File: src/rtl/accel_seq_ctrl_pkg.sv
// Shared definitions for the accelerator sequencer: FSM encoding, UART command bytes, defaults.
// Combinational helpers only; no latency or backpressure of its own.
package accel_seq_ctrl_pkg;

  localparam int DEF_N_NEURONS = 4;
  localparam int DEF_N_WEIGHTS = 16;
  localparam int DEF_N_INPUTS  = 16;
  localparam int DEF_PIPE_LAT  = 2;
  localparam int DEF_TIMEOUT   = 100000;

  localparam logic [7:0] CMD_LOAD = 8'hA5;
  localparam logic [7:0] CMD_RUN  = 8'h5A;
  localparam logic [7:0] CMD_CLR  = 8'hC3;

  typedef enum logic [2:0] {
    S_IDLE      = 3'd0,
    S_LOAD      = 3'd1,
    S_START     = 3'd2,
    S_RUN       = 3'd3,
    S_DRAIN     = 3'd4,
    S_SEND      = 3'd5,
    S_SEND_WAIT = 3'd6,
    S_ERR       = 3'd7
  } state_t;

  // Neuron-select width; a single-neuron layer still gets a 1-bit select.
  function automatic int sel_width(input int n);
    return (n > 1) ? $clog2(n) : 1;
  endfunction

endpackage

File: src/rtl/accel_seq_ctrl_if.sv
// Sequencer bus: UART rx/tx handshake, weight-memory write port, MAC strobes and status.
// master = sequencer, slave = UART/datapath side; all strobes are single-cycle, no backpressure except tx_busy.
interface accel_seq_ctrl_if
  import accel_seq_ctrl_pkg::*;
#(
  parameter int N_NEURONS = DEF_N_NEURONS,
  parameter int N_WEIGHTS = DEF_N_WEIGHTS
) ();

  localparam int ADDR_W = $clog2(N_NEURONS * N_WEIGHTS);
  localparam int SEL_W  = sel_width(N_NEURONS);

  logic              rx_done;
  logic [7:0]        rx_data;
  logic              tx_busy;
  logic              write_en;
  logic [ADDR_W-1:0] write_addr;
  logic [7:0]        write_data;
  logic              start_compute;
  logic              mac_en;
  logic [7:0]        mac_data;
  logic              tx_start;
  logic [SEL_W-1:0]  tx_sel;
  logic              busy;
  logic              err;
  logic              loaded;

  modport master (
    input  rx_done, rx_data, tx_busy,
    output write_en, write_addr, write_data, start_compute, mac_en, mac_data,
    output tx_start, tx_sel, busy, err, loaded
  );

  modport slave (
    output rx_done, rx_data, tx_busy,
    input  write_en, write_addr, write_data, start_compute, mac_en, mac_data,
    input  tx_start, tx_sel, busy, err, loaded
  );

endinterface

File: src/rtl/accel_seq_ctrl_gap_timer.sv
// Idle-gap watchdog: counts enabled cycles since the last clear; expire is a registered-count compare, 0-cycle.
// Saturates at the limit and holds expire until cleared or disabled; no backpressure.
module gap_timer
  import accel_seq_ctrl_pkg::*;
#(
  parameter int TIMEOUT = DEF_TIMEOUT
) (
  input  logic clk,
  input  logic reset,
  input  logic en,
  input  logic clr,
  output logic expire
);

  localparam int W = (TIMEOUT > 1) ? $clog2(TIMEOUT) : 1;
  localparam logic [W-1:0] LIMIT = W'(TIMEOUT - 1);

  logic [W-1:0] cnt;

  always_ff @(posedge clk) begin
    if (reset || clr || !en) cnt <= '0;
    else if (cnt != LIMIT)   cnt <= cnt + W'(1);
  end

  assign expire = en && (cnt == LIMIT);

endmodule

File: src/rtl/accel_seq_ctrl.sv
// UART-driven sequencer: loads weights, streams input bytes to the MAC array, then transmits each neuron result.
// Strobes follow the triggering rx_done by one cycle; only tx_busy throttles it (stray bytes outside LOAD/RUN/IDLE/ERR flag err).
module accel_seq_ctrl
  import accel_seq_ctrl_pkg::*;
#(
  parameter int N_NEURONS = DEF_N_NEURONS,
  parameter int N_WEIGHTS = DEF_N_WEIGHTS,
  parameter int N_INPUTS  = DEF_N_INPUTS,
  parameter int PIPE_LAT  = DEF_PIPE_LAT,
  parameter int TIMEOUT   = DEF_TIMEOUT,
  parameter int ADDR_W    = $clog2(N_NEURONS * N_WEIGHTS)
) (
  input logic              clk,
  input logic              reset,
  accel_seq_ctrl_if.master bus
);

  localparam int TOTAL = N_NEURONS * N_WEIGHTS;
  localparam int SEL_W = sel_width(N_NEURONS);
  localparam int CNT_W = 16;

  state_t            state;
  logic [ADDR_W-1:0] addr_cnt;
  logic [CNT_W-1:0]  cnt;
  logic              seen_busy;
  logic              timed;
  logic              expire;

  assign timed    = (state == S_LOAD) || (state == S_RUN);
  assign bus.busy = (state != S_IDLE) && (state != S_ERR);

  gap_timer #(.TIMEOUT(TIMEOUT)) u_gap_timer (
    .clk    (clk),
    .reset  (reset),
    .en     (timed),
    .clr    (bus.rx_done),
    .expire (expire)
  );

  always_ff @(posedge clk) begin
    if (reset) begin
      state             <= S_IDLE;
      addr_cnt          <= '0;
      cnt               <= '0;
      seen_busy         <= 1'b0;
      bus.write_en      <= 1'b0;
      bus.write_addr    <= '0;
      bus.write_data    <= '0;
      bus.start_compute <= 1'b0;
      bus.mac_en        <= 1'b0;
      bus.mac_data      <= '0;
      bus.tx_start      <= 1'b0;
      bus.tx_sel        <= '0;
      bus.err           <= 1'b0;
      bus.loaded        <= 1'b0;
    end else begin
      bus.write_en      <= 1'b0;
      bus.start_compute <= 1'b0;
      bus.mac_en        <= 1'b0;
      bus.tx_start      <= 1'b0;
      case (state)
        S_IDLE: if (bus.rx_done) begin
          if (bus.rx_data == CMD_LOAD) begin
            state      <= S_LOAD;
            addr_cnt   <= '0;
            bus.loaded <= 1'b0;
          end else if (bus.rx_data == CMD_RUN) begin
            if (bus.loaded) state <= S_START;
            else begin
              state   <= S_ERR;
              bus.err <= 1'b1;
            end
          end
        end
        S_LOAD: begin
          if (bus.rx_done) begin
            bus.write_en   <= 1'b1;
            bus.write_addr <= addr_cnt;
            bus.write_data <= bus.rx_data;
            // Last address completes the set; the counter never wraps.
            if (addr_cnt == ADDR_W'(TOTAL - 1)) begin
              state      <= S_IDLE;
              bus.loaded <= 1'b1;
            end else begin
              addr_cnt <= addr_cnt + ADDR_W'(1);
            end
          end else if (expire) begin
            state      <= S_ERR;
            bus.err    <= 1'b1;
            bus.loaded <= 1'b0;
          end
        end
        S_START: begin
          if (bus.rx_done) bus.err <= 1'b1;
          bus.start_compute <= 1'b1;
          cnt               <= '0;
          state             <= S_RUN;
        end
        S_RUN: begin
          if (bus.rx_done) begin
            bus.mac_en   <= 1'b1;
            bus.mac_data <= bus.rx_data;
            if (cnt == CNT_W'(N_INPUTS - 1)) begin
              state <= S_DRAIN;
              cnt   <= '0;
            end else begin
              cnt <= cnt + CNT_W'(1);
            end
          end else if (expire) begin
            state      <= S_ERR;
            bus.err    <= 1'b1;
            bus.loaded <= 1'b0;
          end
        end
        S_DRAIN: begin
          if (bus.rx_done) bus.err <= 1'b1;
          if (cnt == CNT_W'(PIPE_LAT - 1)) begin
            state      <= S_SEND;
            bus.tx_sel <= '0;
          end else begin
            cnt <= cnt + CNT_W'(1);
          end
        end
        S_SEND: begin
          if (bus.rx_done) bus.err <= 1'b1;
          if (!bus.tx_busy) begin
            bus.tx_start <= 1'b1;
            seen_busy    <= 1'b0;
            state        <= S_SEND_WAIT;
          end
        end
        S_SEND_WAIT: begin
          if (bus.rx_done) bus.err <= 1'b1;
          // A byte is finished only after the UART has visibly gone busy and then idle again.
          if (!seen_busy) begin
            if (bus.tx_busy) seen_busy <= 1'b1;
          end else if (!bus.tx_busy) begin
            if (bus.tx_sel == SEL_W'(N_NEURONS - 1)) state <= S_START;
            else begin
              bus.tx_sel <= bus.tx_sel + SEL_W'(1);
              state      <= S_SEND;
            end
          end
        end
        S_ERR: if (bus.rx_done && bus.rx_data == CMD_CLR) begin
          state   <= S_IDLE;
          bus.err <= 1'b0;
        end
        default: state <= S_IDLE;
      endcase
    end
  end

endmodule

File: src/flat_wrapper.sv
// flat-port wrapper written by rule: the top's interface ports become plain ports
module accel_seq_ctrl_flat import accel_seq_ctrl_pkg::*;
#(
  parameter int N_NEURONS = DEF_N_NEURONS,
  parameter int N_WEIGHTS = DEF_N_WEIGHTS,
  parameter int N_INPUTS  = DEF_N_INPUTS,
  parameter int PIPE_LAT  = DEF_PIPE_LAT,
  parameter int TIMEOUT   = DEF_TIMEOUT,
  parameter int ADDR_W    = $clog2(N_NEURONS * N_WEIGHTS)
)
  (clk, reset, bus_rx_done, bus_rx_data, bus_tx_busy, bus_write_en, bus_write_addr, bus_write_data, bus_start_compute, bus_mac_en, bus_mac_data, bus_tx_start, bus_tx_sel, bus_busy, bus_err, bus_loaded);
  accel_seq_ctrl_if #(.N_NEURONS(N_NEURONS), .N_WEIGHTS(N_WEIGHTS)) bus_i ();
  input logic clk;
  input logic reset;
  input wire logic [$bits(bus_i.rx_done)-1:0] bus_rx_done;
  input wire logic [$bits(bus_i.rx_data)-1:0] bus_rx_data;
  input wire logic [$bits(bus_i.tx_busy)-1:0] bus_tx_busy;
  output wire logic [$bits(bus_i.write_en)-1:0] bus_write_en;
  output wire logic [$bits(bus_i.write_addr)-1:0] bus_write_addr;
  output wire logic [$bits(bus_i.write_data)-1:0] bus_write_data;
  output wire logic [$bits(bus_i.start_compute)-1:0] bus_start_compute;
  output wire logic [$bits(bus_i.mac_en)-1:0] bus_mac_en;
  output wire logic [$bits(bus_i.mac_data)-1:0] bus_mac_data;
  output wire logic [$bits(bus_i.tx_start)-1:0] bus_tx_start;
  output wire logic [$bits(bus_i.tx_sel)-1:0] bus_tx_sel;
  output wire logic [$bits(bus_i.busy)-1:0] bus_busy;
  output wire logic [$bits(bus_i.err)-1:0] bus_err;
  output wire logic [$bits(bus_i.loaded)-1:0] bus_loaded;
  assign bus_i.rx_done = bus_rx_done;
  assign bus_i.rx_data = bus_rx_data;
  assign bus_i.tx_busy = bus_tx_busy;
  assign bus_write_en = bus_i.write_en;
  assign bus_write_addr = bus_i.write_addr;
  assign bus_write_data = bus_i.write_data;
  assign bus_start_compute = bus_i.start_compute;
  assign bus_mac_en = bus_i.mac_en;
  assign bus_mac_data = bus_i.mac_data;
  assign bus_tx_start = bus_i.tx_start;
  assign bus_tx_sel = bus_i.tx_sel;
  assign bus_busy = bus_i.busy;
  assign bus_err = bus_i.err;
  assign bus_loaded = bus_i.loaded;
  accel_seq_ctrl #(.N_NEURONS(N_NEURONS), .N_WEIGHTS(N_WEIGHTS), .N_INPUTS(N_INPUTS), .PIPE_LAT(PIPE_LAT), .TIMEOUT(TIMEOUT), .ADDR_W(ADDR_W)) u_core (.clk(clk), .reset(reset), .bus(bus_i));
endmodule
File: config.mk
export PLATFORM = sky130hd
export DESIGN_NAME = accel_seq_ctrl_flat
export DESIGN_NICKNAME = d
export VERILOG_FILES = /design/src/rtl/accel_seq_ctrl_pkg.sv /design/src/rtl/accel_seq_ctrl_if.sv /design/src/rtl/accel_seq_ctrl_gap_timer.sv /design/src/rtl/accel_seq_ctrl.sv /design/src/flat_wrapper.sv
export SDC_FILE = /design/constraint.sdc
export NUM_CORES = 1
export LEC_CHECK = 0
export CAP_MARGIN = 10
export CORE_UTILIZATION = 23
export DETAILED_ROUTE_END_ITERATION = 16
export GPL_TIMING_DRIVEN = 0
export HOLD_SLACK_MARGIN = 0.03
export PLACE_DENSITY_LB_ADDON = 0.15
export SYNTH_ARGS = -nofsm -noshare
export SYNTH_HDL_FRONTEND = slang
export SYNTH_SLANG_ARGS = --single-unit
File: constraint.sdc
create_clock -name clk -period 2.4 [get_ports clk]
set_clock_uncertainty 0.15 [all_clocks]
set_input_delay 0.36 -clock clk [delete_from_list [all_inputs] [get_ports clk]]
set_output_delay 0.36 -clock clk [all_outputs]
set_load 0.03 [all_outputs]
After elaboration in Yosys (flattened, before gate mapping)
Index checks and enable logic that the tools add are counted.
{"block": "op_classes", "n_eq_ne": 39, "bitwise": 3, "n_reduce_logical": 28, "mux": 53, "n_addsub": 4}
{"operator": "$mux W16", "n": 3}
{"operator": "$pmux W16 S3", "n": 1}
{"operator": "$mux W3", "n": 15}
{"operator": "$mux W6", "n": 4}
{"operator": "$ne A2 B2 Y1 const B", "n": 12}
{"operator": "$pmux W3 S8", "n": 1}
{"operator": "$mux W1", "n": 20}
{"operator": "$add A17 B1 Y17 const B", "n": 1}
{"operator": "$eq A17 B17 Y1 const B", "n": 1}
{"operator": "$ne A17 B17 Y1 const B", "n": 1}
{"operator": "$add A16 B1 Y16 const B", "n": 1}
{"operator": "$eq A16 B1 Y1 const B", "n": 1}
{"operator": "$eq A16 B4 Y1 const B", "n": 1}
{"operator": "$eq A8 B8 Y1 const B", "n": 2}
{"operator": "$reduce_and A5 Y1", "n": 3}
{"operator": "$ne A2 B1 Y1 const B", "n": 7}
{"operator": "$eq A3 B3 Y1 const B", "n": 4}
{"operator": "$pmux W6 S2", "n": 1}
{"operator": "$ne A3 B3 Y1 const B", "n": 3}
{"operator": "$reduce_and A9 Y1", "n": 1}
{"operator": "$reduce_bool A3 Y1", "n": 3}
{"operator": "$eq A8 B7 Y1 const B", "n": 1}
{"operator": "$mux W2", "n": 4}
{"operator": "$reduce_and A8 Y1", "n": 1}
{"operator": "21 further kinds", "n": 35}
{"block": "totals", "register_bits": 73}

Depth between registers and ports, before layout
{"block": "logic_depth", "depth_word": 6, "mapped_depth": 8}

By module
Synthesis repeated with hierarchy kept, for this count alone.
{"block": "hier_totals", "cells_unflattened": 428, "area_unflattened_um2": 3577.2}
{"module": "accel_seq_ctrl", "instances": 1, "cells_per_inst": 335, "area_each_um2": 2728.9, "seq_area_each_um2": 1121.1}
{"module": "gap_timer", "instances": 1, "cells_per_inst": 93, "area_each_um2": 848.3, "seq_area_each_um2": 340.3}

Worst setup path after synthesis
Ideal clock, no wire load.
{"block": "synth_path", "kind": "register -> register", "start": "register u_core.u_gap_timer.cnt[11]", "end": "register u_core.bus.err", "stages_incl_launch_ff": 6, "setup_time_ns": 0.116, "period_less_slack_ns": 2.158, "t_arrival_ns": 1.892, "slack_ns": 0.242, "path_cell_list": "dfxtp_1 or4b_4 nor4_4 a21oi_1 or4_1 o211a_1"}
{"block": "synth_between", "elab_chain_len": 4}
{"element": "from (decl)", "line_no": "accel_seq_ctrl_gap_timer.sv:18", "source": "logic [W-1:0] cnt;"}
{"element": "from (signal assigned)", "line_no": "accel_seq_ctrl_gap_timer.sv:22", "source": "else if (cnt != LIMIT) cnt <= cnt + W'(1);"}
{"element": "$eq A17 B17 Y1", "line_no": "accel_seq_ctrl_gap_timer.sv:25", "source": "assign expire = en && (cnt == LIMIT);"}
{"element": "$logic_and A1 B1 Y1", "line_no": "accel_seq_ctrl_gap_timer.sv:25"}
{"element": "$ne A2 B1 Y1 (no source line)"}
{"element": "$reduce_and A8 Y1 (no source line)"}
{"element": "to (signal assigned)", "line_no": "accel_seq_ctrl.sv:54", "source": "bus.err <= 1'b0;"}
{"element": "to (signal assigned)", "line_no": "accel_seq_ctrl.sv:71", "source": "bus.err <= 1'b1;"}
{"element": "to (signal assigned)", "line_no": "accel_seq_ctrl.sv:89", "source": "bus.err <= 1'b1;"}
{"element": "to (decl)", "line_no": "accel_seq_ctrl_if.sv:31", "source": "output tx_start, tx_sel, busy, err, loaded"}
Every way passes these cells.
A chain may end at the register's enable or synchronous reset.

Worst setup path after layout
{"block": "layout_path", "start": "register u_core.u_gap_timer.cnt[3]", "end": "register u_core.bus.err"}
The elaborated chain is that of the path after synthesis.

==> reports/qor.json <==
{
  "antenna_cells_inserted": 0,
  "number_of_setup_violations_in_the_final_report": 0,
  "grt_pass1_vias": 3151,
  "die_x_um": 125,
  "area_growth_syn_to_layout_pct": 28.9,
  "post_synth_instance_area_um2": 3510,
  "violations_in_the_final_reports": "DRC",
  "core_area_um2": 14700,
  "ys_seq_elements": 73,
  "gp_congestion": 0.809,
  "worst_hold_path_type": "register to register",
  "yosysSeqAreaShare_pct": 41.7,
  "clk_root_buffer_cell": "clkbuf_16",
  "routed-via-count": 3101,
  "post_synth.cell_area_avg_um2": 8.23,
  "synth_async_sr_flop_share_pct": 0,
  "worstHoldPathCells": 2,
  "placement_rows": 44,
  "worstSetupPathDepth": 5,
  "dpl-instance-area_um2": 4150,
  "worstSkewPairLatency_ns": 0.33,
  "grt_start_max_net_pins": 12,
  "post-layout-total-power_mw": 3.47,
  "dp_cells": 651,
  "final_cell_mix": "dfxtp_1 (73), nand2_1 (66), nor2_1 (51), clkdlybuf4s50_1 (40), a21oi_1 (36)",
  "overflow": 0,
  "grt_first_pass_wirelength_um": 15900,
  "vias_per_cell": 4.64,
  "crit_slowest_cell": "or4bb_4",
  "critical_path.startpoint_type": "register",
  "cp.buffers_inverters": 0,
  "drive_above_1_share_pct": 7.85,
  "dp_hpwl_um": 6890,
  "cp_data_required_time_ns": 2.47,
  "port_buffers": 41,
  "cp_slowest_stage_delay_ns": 0.58,
  "floorplan.initialDensity_pct": 23.9,
  "fmax_mhz": 430,
  "cts-hold-fix-buffers": 0,
  "grt_util_all_layers_pct": 12.6,
  "minimum_period_implied_by_the_final_worst_setup_slack_ns": 2.32,
  "layoutNonFillerInstCount": 668,
  "yosys_warnings": 0,
  "drv_slew": 0,
  "final_common_cell": "dfxtp_1",
  "cellLeakagePower_nw": 1.47,
  "min_period_over_period_pct": 96.8,
  "drc_errors": 1,
  "synth_edf_count": 0,
  "endpoint_kind": "register",
  "report.final.hold_viol_count": 0,
  "outcome": "finished, violations left",
  "worst-setup-path-type": "register to register",
  "worst-slew-pin-transition_ns": 0.643,
  "tritoncts_clock_tree": "done",
  "chip_height_um": 125,
  "cts_made_buffers": 9,
  "critPathArrivalTime_ns": 2.39,
  "h-tree-depth": 3,
  "cts_num_sinks": 73,
  "setup_tns_ns": 0,
  "layout.cell_area.non_filler_um2": 4520,
  "drt_pre_antenna_iters": 10,
  "path_delay_family": "simple AND/OR/NAND/NOR gates",
  "die_area_um2": 15700,
  "final.setup.worst_slack_ns": 0.0765,
  "peakVddDrop_uv": 361,
  "max-clock-path-buffers": 2,
  "detailedRoute.firstIterationViolations": 152,
  "slew_headroom_pct": 56.8,
  "worst-path-max-fanout": 6,
  "synth_top_flop_cell": "dfxtp_1",
  "max_cap_viol_count": 0,
  "postRouteWirelength_um": 9490,
  "clk_transition_reported_paths_ns": 0.06,
  "setup_repair_after_global_routing_missed_its_margin": "false",
  "powerDensity_nw_per_um2": 767,
  "netlist_instances": 426,
  "rr_worst_depth": 5,
  "crit_chain": "or4bb_4 -> nor4_4 -> a21oi_1 -> or4_1 -> o211a_1",
  "mappedNetlistNets": 443,
  "io-pin-count": 43,
  "nets": 496,
  "synth_cell_types": 57,
  "antenna_left": 0,
  "placement.setup.worst_slack_ns": -0.332,
  "grt_antenna_before_repair": 0,
  "routed_wire_length_per_instance_um": 14.2,
  "layout.filler_cells": 1561
}
==> what timing repair did <==
action | CTS | global route
setup endpoints to repair | 12 | 27
buffers inserted | 0 | 2
resized for setup | 5 | 18
==> worst paths after layout <==
| kind | startpoint | to | slack [ns] |
|---|---|---|---|
| setup / recovery | u_core.u_gap_timer.cnt[3] | u_core.bus.err | 0.08 |
| hold / removal | u_core.bus.write_data[6] | u_core.bus.write_data[6] | 0.30 |
| setup reg to reg | u_core.u_gap_timer.cnt[3] | u_core.bus.err | 0.08 |
| hold reg to reg | u_core.bus.write_data[6] | u_core.bus.write_data[6] | 0.30 |
==> final cells by class <==
class	instances	area, µm²	area share, %
Clock inverter	2	35.0	0.775
Timing Repair Buffer	43	424	9.39
Multi-Input combinational cell	327	1970	43.7
Tap cell	184	230	5.09
Buffer	17	90.1	1.99
Sequential cell	73	1460	32.3
Inverter	8	30.0	0.664
Clock buffer	14	274	6.06
==> routing by layer <==
metal | global-route usage, % | vias to the layer above | share of wire [%] | routed length (µm)
met5 | 0 | - | 0 | 0
met4 | 4.09 | 0 | 0.66 | 63
met3 | 2.78 | 4 | 2.4 | 227
met2 | 19.8 | 33 | 45 | 4320
met1 | 17.1 | 1452 | 51 | 4890
li1 | - | 1612 | - | -
==> tightest hold or removal path: cells and delay by family, from the launching register on <==
kind	cells	cell delay [ns]
flops	1	0.30
simple gates	1	0.05
compound gates	1	0.05
==> report_power, final <==
group,total (mW),leakage [nW],internal (mW),switching [mW]
logic,0.735,0.731,0.270,0.465
registers,1.34,0.589,1.28,0.0639
clock network,1.39,0.153,0.889,0.497
total,3.47,1.47,2.44,1.03
==> flip-flops by register name (all words and copies together) (netlist names) <==
name / flops
u_core.bus.loaded: 1
u_core.state: 3
u_core.u_gap_timer.cnt: 17
u_core.bus.write_addr: 6
u_core.bus.mac_en: 1
u_core.addr_cnt: 6
u_core.bus.start_compute: 1
u_core.bus.write_data: 8
u_core.seen_busy: 1
u_core.bus.tx_start: 1
u_core.bus.mac_data: 8
u_core.bus.err: 1
u_core.bus.tx_sel: 2
u_core.bus.write_en: 1
u_core.cnt: 16
==> logic make-up after synthesis <==
group	after synthesis	synth area share, %
flops	73	41.7
fa+ha+maj	5	1.78
xor+xnor	31	7.74
buf+inv	26	3.14
compound gates	78	13.9
simple gates	206	29.8
mux	7	2.00
==> synthesized netlist by cell type (2+ instances only) <==
| library cell | number | area, µm² |
|---|---|---|
| nand2_1 | 66 | 248 |
| xnor2_1 | 28 | 245 |
| a211oi_1 | 5 | 37.5 |
| nand3_1 | 15 | 75.1 |
| or3_1 | 5 | 31.3 |
| nor4b_1 | 6 | 52.6 |
| dfxtp_1 | 73 | 1460 |
| nor3b_1 | 4 | 30.0 |
| and2_1 | 2 | 12.5 |
| and3_1 | 3 | 18.8 |
| clkbuf_1 | 14 | 52.6 |
| mux2i_1 | 7 | 70.1 |
| a31oi_1 | 2 | 12.5 |
| nor3_1 | 13 | 65.1 |
| a21oi_1 | 37 | 185 |
| nor4_1 | 10 | 62.6 |
| ha_1 | 5 | 62.6 |
| xor2_1 | 3 | 26.3 |
| a21o_1 | 3 | 22.5 |
| nand2b_1 | 6 | 37.5 |
| a41oi_1 | 2 | 17.5 |
| or4bb_1 | 2 | 22.5 |
| nor2_1 | 51 | 191 |
| and4bb_2 | 2 | 25.0 |
| o21ai_0 | 10 | 50.1 |
| and4_1 | 3 | 26.3 |
| o21a_1 | 3 | 22.5 |
| o31ai_1 | 2 | 15.0 |
| inv_1 | 7 | 26.3 |
| or2_2 | 3 | 18.8 |
| nand4_1 | 7 | 43.8 |
| a2111oi_0 | 2 | 17.5 |
==> per-stage QoR <==
step	utilization (%)	hold slack, ns
global route	30.7	0.324
global placement	28.2	0.298
floorplan	-	0.289
CTS	30.4	0.306
finish	30.7	0.303
detailed placement	28.2	0.298
Power figures use the tool's default switching activity.
